===== config.mk =====
export PLATFORM = sky130hd
export DESIGN_NAME = btn_fifo_ctrl
export DESIGN_NICKNAME = d
export VERILOG_FILES = /design/src/rtl/btn_fifo_pkg.sv /design/src/rtl/btn_fifo_ctrl_btn_debounce.sv /design/src/rtl/btn_fifo_ctrl.sv
export SDC_FILE = /design/constraint.sdc
export NUM_CORES = 1
export LEC_CHECK = 0
export ABC_AREA = 1
export CAP_MARGIN = 15
export CORE_MARGIN = 2
export CORE_UTILIZATION = 37
export DETAILED_ROUTE_END_ITERATION = 16
export PLACE_DENSITY = 0.64
export SLEW_MARGIN = 0
export SYNTH_ARGS = -nofsm -noshare
export SYNTH_HDL_FRONTEND = slang
export SYNTH_SLANG_ARGS = --single-unit

===== constraint.sdc =====
create_clock -name clk -period 5.2 [get_ports clk]
set_clock_uncertainty 0.15 [all_clocks]
set_input_delay 0.78 -clock clk [delete_from_list [all_inputs] [get_ports clk]]
set_output_delay 0.78 -clock clk [all_outputs]
set_load 0.05 [all_outputs]

===== src/rtl/btn_fifo_pkg.sv =====
// -----------------------------------------------------------------------------
// btn_fifo_pkg
//
// Shared definitions for the button-driven FIFO controller:
//   - default WIDTH / DEPTH / DEBOUNCE_CYCLES values
//   - reset level of every button-path register (0 = "pressed")
//   - width helpers for the FIFO pointers and the occupancy counter
//
// Optional feature macro used by the design: BTN_FIFO_DEBOUNCE_EN
// -----------------------------------------------------------------------------
package btn_fifo_pkg;

  localparam int DEF_WIDTH           = 4;
  localparam int DEF_DEPTH           = 8;
  localparam int DEF_DEBOUNCE_CYCLES = 500000;

  // Button-path registers come out of reset reading "pressed". A button held
  // through reset release then looks unchanged, so no falling edge is seen.
  localparam logic BTN_RESET_LEVEL = 1'b0;

  // Pointer width for a power-of-two FIFO; pointers wrap naturally.
  function automatic int ptr_width(input int depth);
    return (depth > 1) ? $clog2(depth) : 1;
  endfunction

  // Occupancy needs one extra bit to represent the value DEPTH itself.
  function automatic int cnt_width(input int depth);
    return $clog2(depth) + 1;
  endfunction

endpackage : btn_fifo_pkg


===== src/rtl/btn_fifo_ctrl_btn_debounce.sv =====
// -----------------------------------------------------------------------------
// btn_debounce
//
// Turns one raw, asynchronous, active-low button into a single-cycle request
// pulse per press:
//   2-flop synchroniser -> optional debouncer -> falling-edge detector.
//
// Configuration macro: BTN_FIFO_DEBOUNCE_EN
//   defined   : the synchronised level must differ from the accepted level for
//               DEBOUNCE_CYCLES consecutive cycles before it is accepted; any
//               bounce restarts the count.
//   undefined : the synchroniser output feeds the edge detector directly and
//               no counter logic exists.
//
// Ports:
//   clk    in  system clock
//   rst_n  in  asynchronous active-low reset
//   btn    in  raw active-low button level (asynchronous to clk)
//   pulse  out one-cycle high on each accepted press (high -> low transition)
// -----------------------------------------------------------------------------
module btn_debounce
  import btn_fifo_pkg::*;
#(
  parameter int DEBOUNCE_CYCLES = DEF_DEBOUNCE_CYCLES
) (
  input  logic clk,
  input  logic rst_n,
  input  logic btn,
  output logic pulse
);

  if (DEBOUNCE_CYCLES < 2) begin : g_bad_debounce
    $error("btn_debounce: DEBOUNCE_CYCLES must be at least 2");
  end

  logic sync_q1;
  logic sync_q2;
  logic level;     // accepted button level seen by the edge detector
  logic level_q;   // accepted level one cycle earlier

  // Two-flop synchroniser for the asynchronous button input.
  // NOTE: sequential state uses non-blocking (<=) so every flop samples the
  // pre-edge value of its neighbours; blocking here would collapse the chain.
  always_ff @(posedge clk or negedge rst_n) begin
    if (!rst_n) begin
      sync_q1 <= BTN_RESET_LEVEL;
      sync_q2 <= BTN_RESET_LEVEL;
    end else begin
      sync_q1 <= btn;
      sync_q2 <= sync_q1;
    end
  end

`ifdef BTN_FIFO_DEBOUNCE_EN
  localparam int DB_W = $clog2(DEBOUNCE_CYCLES);

  logic [DB_W-1:0] db_cnt;
  logic            db_level;

  // db_cnt counts consecutive cycles in which the synchronised level disagrees
  // with the accepted level. On the DEBOUNCE_CYCLES-th such cycle the new
  // level is taken; a return to agreement (a bounce) clears the count.
  always_ff @(posedge clk or negedge rst_n) begin
    if (!rst_n) begin
      db_cnt   <= '0;
      db_level <= BTN_RESET_LEVEL;
    end else if (sync_q2 == db_level) begin
      db_cnt <= '0;
    end else if (db_cnt == DB_W'(DEBOUNCE_CYCLES - 1)) begin
      db_cnt   <= '0;
      db_level <= sync_q2;
    end else begin
      db_cnt <= db_cnt + 1'b1;
    end
  end

  assign level = db_level;
`else
  assign level = sync_q2;
`endif

  always_ff @(posedge clk or negedge rst_n) begin
    if (!rst_n) begin
      level_q <= BTN_RESET_LEVEL;
    end else begin
      level_q <= level;
    end
  end

  // Press = released (1) last cycle, pressed (0) now. Releases and held
  // buttons produce nothing, so one press yields exactly one pulse.
  assign pulse = level_q & ~level;

endmodule : btn_debounce


===== src/rtl/btn_fifo_ctrl.sv =====
// -----------------------------------------------------------------------------
// btn_fifo_ctrl
//
// Single-clock FIFO driven by two active-low push buttons. Each accepted press
// of push_btn writes sw into the FIFO; each accepted press of pop_btn moves the
// oldest word to dout. Occupancy and sticky error flags are exported for LEDs.
//
// Configuration macro: BTN_FIFO_DEBOUNCE_EN (adds a DEBOUNCE_CYCLES debouncer
// to each button path inside btn_debounce; absent by default).
//
// Parameters:
//   WIDTH            data word width (>= 1)
//   DEPTH            FIFO entries, power of two (>= 2)
//   DEBOUNCE_CYCLES  stable cycles before a button change is accepted
//
// Ports:
//   clk        in   system clock
//   reset_btn  in   asynchronous active-low reset
//   push_btn   in   active-low push button (asynchronous)
//   pop_btn    in   active-low pop button (asynchronous)
//   sw         in   data written on push
//   dout       out  last successfully popped word (registered)
//   count      out  occupancy 0..DEPTH
//   full       out  count == DEPTH (registered)
//   empty      out  count == 0 (registered)
//   overflow   out  sticky: a push was rejected while full
//   underflow  out  sticky: a pop was rejected while empty
// -----------------------------------------------------------------------------
module btn_fifo_ctrl
  import btn_fifo_pkg::*;
#(
  parameter int WIDTH           = DEF_WIDTH,
  parameter int DEPTH           = DEF_DEPTH,
  parameter int DEBOUNCE_CYCLES = DEF_DEBOUNCE_CYCLES
) (
  input  logic                   clk,
  input  logic                   reset_btn,
  input  logic                   push_btn,
  input  logic                   pop_btn,
  input  logic [WIDTH-1:0]       sw,
  output logic [WIDTH-1:0]       dout,
  output logic [$clog2(DEPTH):0] count,
  output logic                   full,
  output logic                   empty,
  output logic                   overflow,
  output logic                   underflow
);

  localparam int PTR_W = ptr_width(DEPTH);
  localparam int CNT_W = cnt_width(DEPTH);

  if (WIDTH < 1 || DEPTH < 2 || (DEPTH & (DEPTH - 1)) != 0) begin : g_bad_params
    $error("btn_fifo_ctrl: WIDTH must be >= 1 and DEPTH a power of two >= 2");
  end

  logic rst_n;
  assign rst_n = reset_btn;

  // ---------------------------------------------------------------------------
  // Button paths
  // ---------------------------------------------------------------------------
  logic push_req;
  logic pop_req;

  btn_debounce #(
    .DEBOUNCE_CYCLES (DEBOUNCE_CYCLES)
  ) u_push_btn (
    .clk   (clk),
    .rst_n (rst_n),
    .btn   (push_btn),
    .pulse (push_req)
  );

  btn_debounce #(
    .DEBOUNCE_CYCLES (DEBOUNCE_CYCLES)
  ) u_pop_btn (
    .clk   (clk),
    .rst_n (rst_n),
    .btn   (pop_btn),
    .pulse (pop_req)
  );

  // ---------------------------------------------------------------------------
  // FIFO state
  // ---------------------------------------------------------------------------
  logic [WIDTH-1:0] mem [DEPTH];
  logic [PTR_W-1:0] wr_ptr;
  logic [PTR_W-1:0] rd_ptr;
  logic [CNT_W-1:0] count_next;
  logic             do_push;
  logic             do_pop;

  // Requests are judged on pre-cycle state. A pop on a full FIFO frees the
  // slot the simultaneous push writes (wr_ptr == rd_ptr then; the read sees
  // the old word because both are edge-sampled). A pop on an empty FIFO is
  // rejected even when a push arrives in the same cycle.
  // NOTE: combinational logic uses blocking (=) and assigns every output a
  // default first, so no path leaves a signal unassigned and no latch appears.
  always_comb begin
    do_pop     = pop_req && !empty;
    do_push    = push_req && (!full || do_pop);
    count_next = count;
    case ({do_push, do_pop})
      2'b10:   count_next = count + 1'b1;
      2'b01:   count_next = count - 1'b1;
      default: count_next = count;
    endcase
  end

  // NOTE: storage is deliberately left out of reset so it maps onto plain
  // RAM; nothing reads an entry before it has been written.
  always_ff @(posedge clk) begin
    if (do_push) begin
      mem[wr_ptr] <= sw;
    end
  end

  always_ff @(posedge clk or negedge rst_n) begin
    if (!rst_n) begin
      wr_ptr    <= '0;
      rd_ptr    <= '0;
      count     <= '0;
      full      <= 1'b0;
      empty     <= 1'b1;
      dout      <= '0;
      overflow  <= 1'b0;
      underflow <= 1'b0;
    end else begin
      if (do_push) begin
        wr_ptr <= wr_ptr + 1'b1;
      end
      if (do_pop) begin
        dout   <= mem[rd_ptr];
        rd_ptr <= rd_ptr + 1'b1;
      end
      // Flags derive from the next count so they agree with count every cycle.
      count <= count_next;
      full  <= (count_next == CNT_W'(DEPTH));
      empty <= (count_next == '0);
      // Error flags are sticky until reset.
      if (push_req && !do_push) begin
        overflow <= 1'b1;
      end
      if (pop_req && !do_pop) begin
        underflow <= 1'b1;
      end
    end
  end

endmodule : btn_fifo_ctrl


==> out/metrics.cfg, run 1 <==
[floorplanning]
start_util_pct = 37.8
die_h_um = 84.1
std_cell_rows = 29
io_pins = 20
die_w_um = 84.1
core_area_um2 = 6280
fp.dieArea_um2 = 7070

[placement]
dp_hpwl_um = 2950
place_ws_ns = 2.70
port_buffers = 19
gp_congestion = 0.812
place_inst = 297

[job]
cap_violations = 0

[global_routing]
grt.overflow.total = 0
grt_pass1_wl_um = 6650
track_usage_pct = 12.2
met1_usage_pct = 15.6
grt_util_met2_pct = 20.0
grt_pass1_vias = 1327
grt_util_met3_pct = 3.07
busiest_layer = met2
grt_max_degree = 25
antenna_found_initial = 0

[pwr]
clockPowerShare_pct = 16.2
p_int_uw = 885
leakage_uw = 0.00108
p_switching_uw = 611
power_density_nw_per_um2 = 548
swShare_pct = 40.8
seq_power_share_pct = 44.1
peakVddDrop_uv = 332
p_comb_share_pct = 39.7

[synth]
ys_seq_area_share_pct = 65.8
yosys.area.top_type = edfxtp_1
ys_ff_latch = 56
syn-cell-area_um2 = 2370
synth_top_area_share_pct = 40.5
synth_edf_count = 32
synth_fp_nets = 219
synth_common_cells = nand2_1 (34), edfxtp_1 (32), nor2_1 (32), dfrtp_1 (23), o21ai_0 (15)
synth.distinct_cells = 29
ys.flop_type = edfxtp_1
yosys_warnings = 0
synth_area_leaders = edfxtp_1 (40%), dfrtp_1 (24%), nand2_1 (5.4%), nor2_1 (5.1%), o21ai_0 (3.2%)
syn_area_per_cell_um2 = 11.5
ys_async_sr_fraction_pct = 42.9
synth_most_common_cell = nand2_1
synth_cells = 206

[final_layout]
antenna_cells = 0
area.growth.synth_to_final_pct = 15.0
fin_cells = 306
nNetsFinal = 241
drive_above_1_share_pct = 10.9

[worst_setup_path]
worst-setup-path-type = reg2out
worstReg2RegStart = empty$_DFF_PN1_
max_stage_delay_ns = 0.81
cp-start-kind = flop
startpoint = empty$_DFF_PN1_
cp_max_fo = 3
rr_endpoint = full$_DFF_PN0_
cp.buffers_inverters = 1
crit_cells = 1
cp-endpoint = empty
critPathCaptureType = output port
reg2reg_depth = 10
worst_path_max_delay_cell = clkdlybuf4s50_1
reg2reg_slack_ns = 2.70
cp_data_arrival_time_ns = 1.66
critPathRequiredTime_ns = 4.27
cp_top_family = buffers and inverters
worstPathCellList = clkdlybuf4s50_1

[timing]
finalCriticalPeriod_ns = 2.59
hold_slack_ns = 0.208
fmax_mhz = 387
worst_pin_slew_ns = 0.633
tns_ns = 0
timing.slew.headroom_pct = 57.8
finalMaxSlewViolations = 0
setup_ws_ns = 2.61
hold_violations = 0
setup_violations = 0
fin_crit_sh_pct = 49.7
rsz0062_at_grt = false

[routing]
via_per_inst = 4.77
ant_nets = 0
firstDrtPassIters = 5
vias = 1461
drc = 0
routed_wl_um = 4050
drt_iter0_markers = 105
wl_per_cell_um = 13.2

[clocking]
clkSinkCount = 56
cts_resized = 0
clk_latency_ns = 0.30
hold_buffers = 0
post_cts.repair.setup_buffers = 0
cts_made_buffers = 5
htree_levels = 2
path_clk_slew_ns = 0.09
cts_buffer_depth = 2
root_buffer = clkbuf_8
cts_tree = done

[worst_hold_path]
hold_path.class = reg2reg
whs_path_depth = 0

[status]
status = complete, no violations

## area by class of cell
cell class | count | area, um2
clock buffers | 7 | 90.1
clock inverters | 1 | 7.51
fillers | 583 | 3550
inverters | 15 | 58.8
multi-input cells | 130 | 709
flip-flops and latches | 56 | 1560
well taps | 77 | 96.3
repair buffers | 20 | 205
## sequential cells by signal, indices dropped and copies added (netlist names), 3 cells and up
signal  cells
dout        4
rd_ptr      3
count       4
mem        32
wr_ptr      3
## cells by family (layout without fill, tap and decap cells)
kind of cell | count (synthesis) | count (layout) | synth area share, %
and+or+nand+nor | 88 | 88 | 17.4
DFF | 56 | 56 | 65.8
AOI/OAI and AO/OA | 32 | 32 | 7.96
buffers and inverters | 20 | 43 | 4.27
adders and majority gates | 5 | 5 | 2.64
xor gates and xnor gates | 5 | 5 | 1.85
## placed cells by master (no fill, tap or decap)
cell              n
nand3_2           1
inv_1            12
edfxtp_1         32
clkdlybuf4s50_1  19
or2_4             1
dfrtp_1          23
xnor2_1           2
clkinv_1          1
dfstp_2           1
clkinvlp_4        1
nand2_4           1
nor2_4            1
o211ai_1          9
nand2_1          34
nand3b_4          1
xor2_1            3
nand3_1          10
or2_2             1
clkbuf_4          1
nand3_4           1
a31o_2            1
nor2_1           32
o21ai_1           6
buf_8             1
nor2_2            5
ha_1              5
inv_4             1
inv_2             1
o21ai_0          15
o21bai_1          1
clkbuf_8          6
## stage by stage
stage / power (uW) / util, % / instance area, um2
floorplan: 1110 / - / 2370
global placement: 1270 / 41.7 / 2620
detailed placement: 1270 / 41.7 / 2620
CTS: 1520 / 43.3 / 2720
global route: 1600 / 43.5 / 2730
finish: 1500 / 43.5 / 2730
## routing by layer
metal | vias to the layer above | routed length (um)
met5 | - | 0
met4 | 0 | 60
met3 | 5 | 124
met2 | 23 | 2090
met1 | 692 | 1770
li1 | 741 | -
## worst reg2reg max path: stages, from the launching register on
cell and delay [ns]:
dfstp_2 0.55, nand3b_4 0.18, clkinv_1 0.24, ha_1 0.30, nor2_1 0.20, nor2_4 0.07
ha_1 0.18, o21ai_0 0.17, nand3_1 0.11, o211ai_1 0.14, nor2_1 0.08
## worst min-delay path by stage
stage | from | endpoint
after detailed placement | u_pop_btn.sync_q1$_DFF_PN0_ | u_pop_btn.level$_DFF_PN0_
after CTS | u_pop_btn.sync_q1$_DFF_PN0_ | u_pop_btn.level$_DFF_PN0_
after global placement | u_pop_btn.sync_q1$_DFF_PN0_ | u_pop_btn.level$_DFF_PN0_
after global routing | u_pop_btn.sync_q1$_DFF_PN0_ | u_pop_btn.level$_DFF_PN0_
final | u_pop_btn.sync_q1$_DFF_PN0_ | u_pop_btn.level$_DFF_PN0_
after floorplan | u_pop_btn.sync_q1$_DFF_PN0_ | u_pop_btn.level$_DFF_PN0_
## power groups by stage
| stage | combinational (uW) | sequential [uW] | clock [uW] |
|---|---|---|---|
| 3_5_place_dp | 600 | 674 | 0 |
| 5_1_grt | 653 | 680 | 269 |
| 6_report | 593 | 660 | 242 |
| 2_1_floorplan | 339 | 770 | 0 |
| 3_3_place_gp | 596 | 671 | 0 |
| 4_1_cts | 602 | 665 | 252 |
(Power assumes the default switching activity.)
==> inputs of run 2 (changes only) <==
Clock period 5.2 ns to 2.5 ns, I/O delays scaled along.
==> out/metrics.cfg, run 2 (synthesis results as in run 1) <==
[worst_setup_path]
cp_top_family = simple AND/OR/NAND/NOR gates
cp_data_arrival_time_ns = 2.39  ; +0.73 ns
cp_max_fo = 7  ; +4
worst_path_max_delay_cell = dfstp_2
cpMostUsedCell = nand2_1
cp-start-kind = flop
reg2reg_slack_ns = 0.21  ; -2.49 ns
critPathRequiredTime_ns = 2.59  ; -1.68 ns
worstPathCellList = nand3b_4 -> nand2_4 -> nand3_4 -> ha_2 -> nand2_1 -> inv_1 -> nor2_4 -> ha_1 -> nand2_1 -> nand2_1 -> nor2_1 -> o211ai_1 -> nor2_1
critPathCaptureType = flop
worstReg2RegStart = empty$_DFF_PN1_
reg2reg_depth = 13  ; +3
cp.buffers_inverters = 1  ; unchanged
max_stage_delay_ns = 0.55  ; -0.26 ns
rr_endpoint = full$_DFF_PN0_
worst-setup-path-type = reg2reg

[clocking]
htree_levels = 2  ; unchanged
cts_tree = done
hold_buffers = 0  ; unchanged
post_cts.repair.setup_buffers = 0  ; unchanged
root_buffer = clkbuf_8
path_clk_slew_ns = 0.10  ; about the same
clkSinkCount = 56  ; unchanged
cts_made_buffers = 5  ; unchanged
cts_buffer_depth = 2  ; unchanged
cts_resized = 0  ; unchanged
clk_latency_ns = 0.30  ; about the same

[final_layout]
multiInputGateArea_um2 = 714  ; +0.71%
largest_reg_flops = 32  ; unchanged
nFillCells = 596  ; +2.2%
largestRegisters = mem: 32 flops, count: 4 flops, dout: 4 flops
final_common_cell = nand2_1
nNetsFinal = 242  ; +0.41%
postLayoutCellArea_um2 = 2740  ; +0.18%
area.growth.synth_to_final_pct = 15.2
largest_register = mem
layout_common_cells = nand2_1 (34), edfxtp_1 (32), nor2_1 (31)
drive_above_1_share_pct = 12.6  ; +1.7 points
utilization_pct = 43.6  ; +0.080 points
antenna_cells = 0  ; unchanged
seqCellArea_um2 = 1560  ; unchanged

[global_routing]
antenna_found_initial = 0  ; unchanged
grt_pass1_wl_um = 7220  ; +8.6%
grt_pass1_vias = 1420  ; +7.0%
grt_max_degree = 25  ; unchanged
grt.overflow.total = 0  ; unchanged
track_usage_pct = 13.1  ; +0.89 points

[pwr]
peakVddDrop_uv = 592  ; +78%
power_density_nw_per_um2 = 1140  ; +110%
power.total_uw = 3130  ; +110%
leakage_uw = 0.00108  ; +0.43%

[timing]
hold_slack_ns = 0.209  ; +0.00169 ns
setup_violations = 0  ; unchanged
timing.slew.headroom_pct = 60.2  ; +2.4 points
worst_pin_slew_ns = 0.597  ; -0.0358 ns
finalMaxSlewViolations = 0  ; unchanged
hold_violations = 0  ; unchanged
fin_crit_sh_pct = 91.7
fmax_mhz = 436
finalCriticalPeriod_ns = 2.29

[floorplanning]
die_w_um = 84.1  ; unchanged
io_pins = 20  ; unchanged
core_area_um2 = 6280  ; unchanged
std_cell_rows = 29  ; unchanged
die_h_um = 84.1  ; unchanged
start_util_pct = 37.8  ; unchanged
fp.dieArea_um2 = 7070  ; unchanged

[routing]
ant_nets = 0  ; unchanged
via_per_inst = 4.88  ; +2.1%
drt_iter0_markers = 135  ; +29%
routed_wl_um = 4190  ; +3.5%
drc = 0  ; unchanged
vias = 1497  ; +2.5%
firstDrtPassIters = 4  ; -1
wl_per_cell_um = 13.6  ; +3.1%

[worst_hold_path]
hold_start = u_pop_btn.sync_q1$_DFF_PN0_
hold_path.class = reg2reg
hold_path_end = u_pop_btn.level$_DFF_PN0_
whs_path_depth = 0  ; unchanged

[placement]
port_buffers = 19  ; unchanged
gp_congestion = 0.817  ; +0.69%
placed_cell_area_um2 = 2630  ; +0.62%
dp_hpwl_um = 3000  ; +1.7%

[status]
status = complete, no violations

[job]
cap_violations = 0  ; unchanged

-- run 2: changes by cell type in the layout (fill, tap and decap cells not counted), sizes merged --
cell / change
buf: +1
clkbuf: -1
inv: +1
-- run 2: how the worst max path moves through the flow --
stage,startpoint,to,cells past startpoint
6_report,empty$_DFF_PN1_,full$_DFF_PN0_,13
5_1_grt,empty$_DFF_PN1_,full$_DFF_PN0_,13
4_1_cts,u_pop_btn.level$_DFF_PN0_,full$_DFF_PN0_,13
3_5_place_dp,u_pop_btn.level$_DFF_PN0_,full$_DFF_PN0_,13
3_3_place_gp,u_pop_btn.level$_DFF_PN0_,empty$_DFF_PN1_,13
2_1_floorplan,empty$_DFF_PN1_,full$_DFF_PN0_,11
-- run 2: worst register-to-register path, cell delays in order, from the launching register on --
cell	delay, ns
dfstp_2	0.55
nand3b_4	0.18
nand2_4	0.07
nand3_4	0.08
ha_2	0.22
nand2_1	0.06
inv_1	0.11
nor2_4	0.05
ha_1	0.28
nand2_1	0.07
nand2_1	0.06
nor2_1	0.10
o211ai_1	0.14
nor2_1	0.13
-- run 2: report_power, final --
group / leakage [uW] / internal, uW / total, uW / switching [uW]
Combinational: 0.000458 / 446 / 1240 / 792
Sequential: 0.000575 / 1160 / 1370 / 208
Clock: 0.0000477 / 226 / 516 / 290
Total: 0.00108 / 1840 / 3130 / 1290
-- run 2: cell type report --
type	instances	area share, %
clock inverters	2	0.503
multi-input cells	130	26.1
flip-flops and latches	56	57.1
well taps	77	3.52
inverters	15	2.20
clock buffers	6	3.02
repair buffers	21	7.50
-- run 2: per-stage QoR --
step / worst slack [ns] / instances / setup TNS [ns]
finish: 0.208 / 307 / 0
global placement: 0.274 / 299 / 0
global route: -0.00410 / 307 / -0.00751
detailed placement: 0.191 / 299 / 0
CTS: 0.159 / 307 / 0
floorplan: 0.0860 / 206 / 0
-- run 2: layer usage --
layer	vias to the layer above	wire length [um]	GRT usage, %
li1	743	-	-
met1	734	1830	17.0
met2	16	2220	21.6
met3	4	79	2.18
met4	0	61	5.43
met5	-	0	0
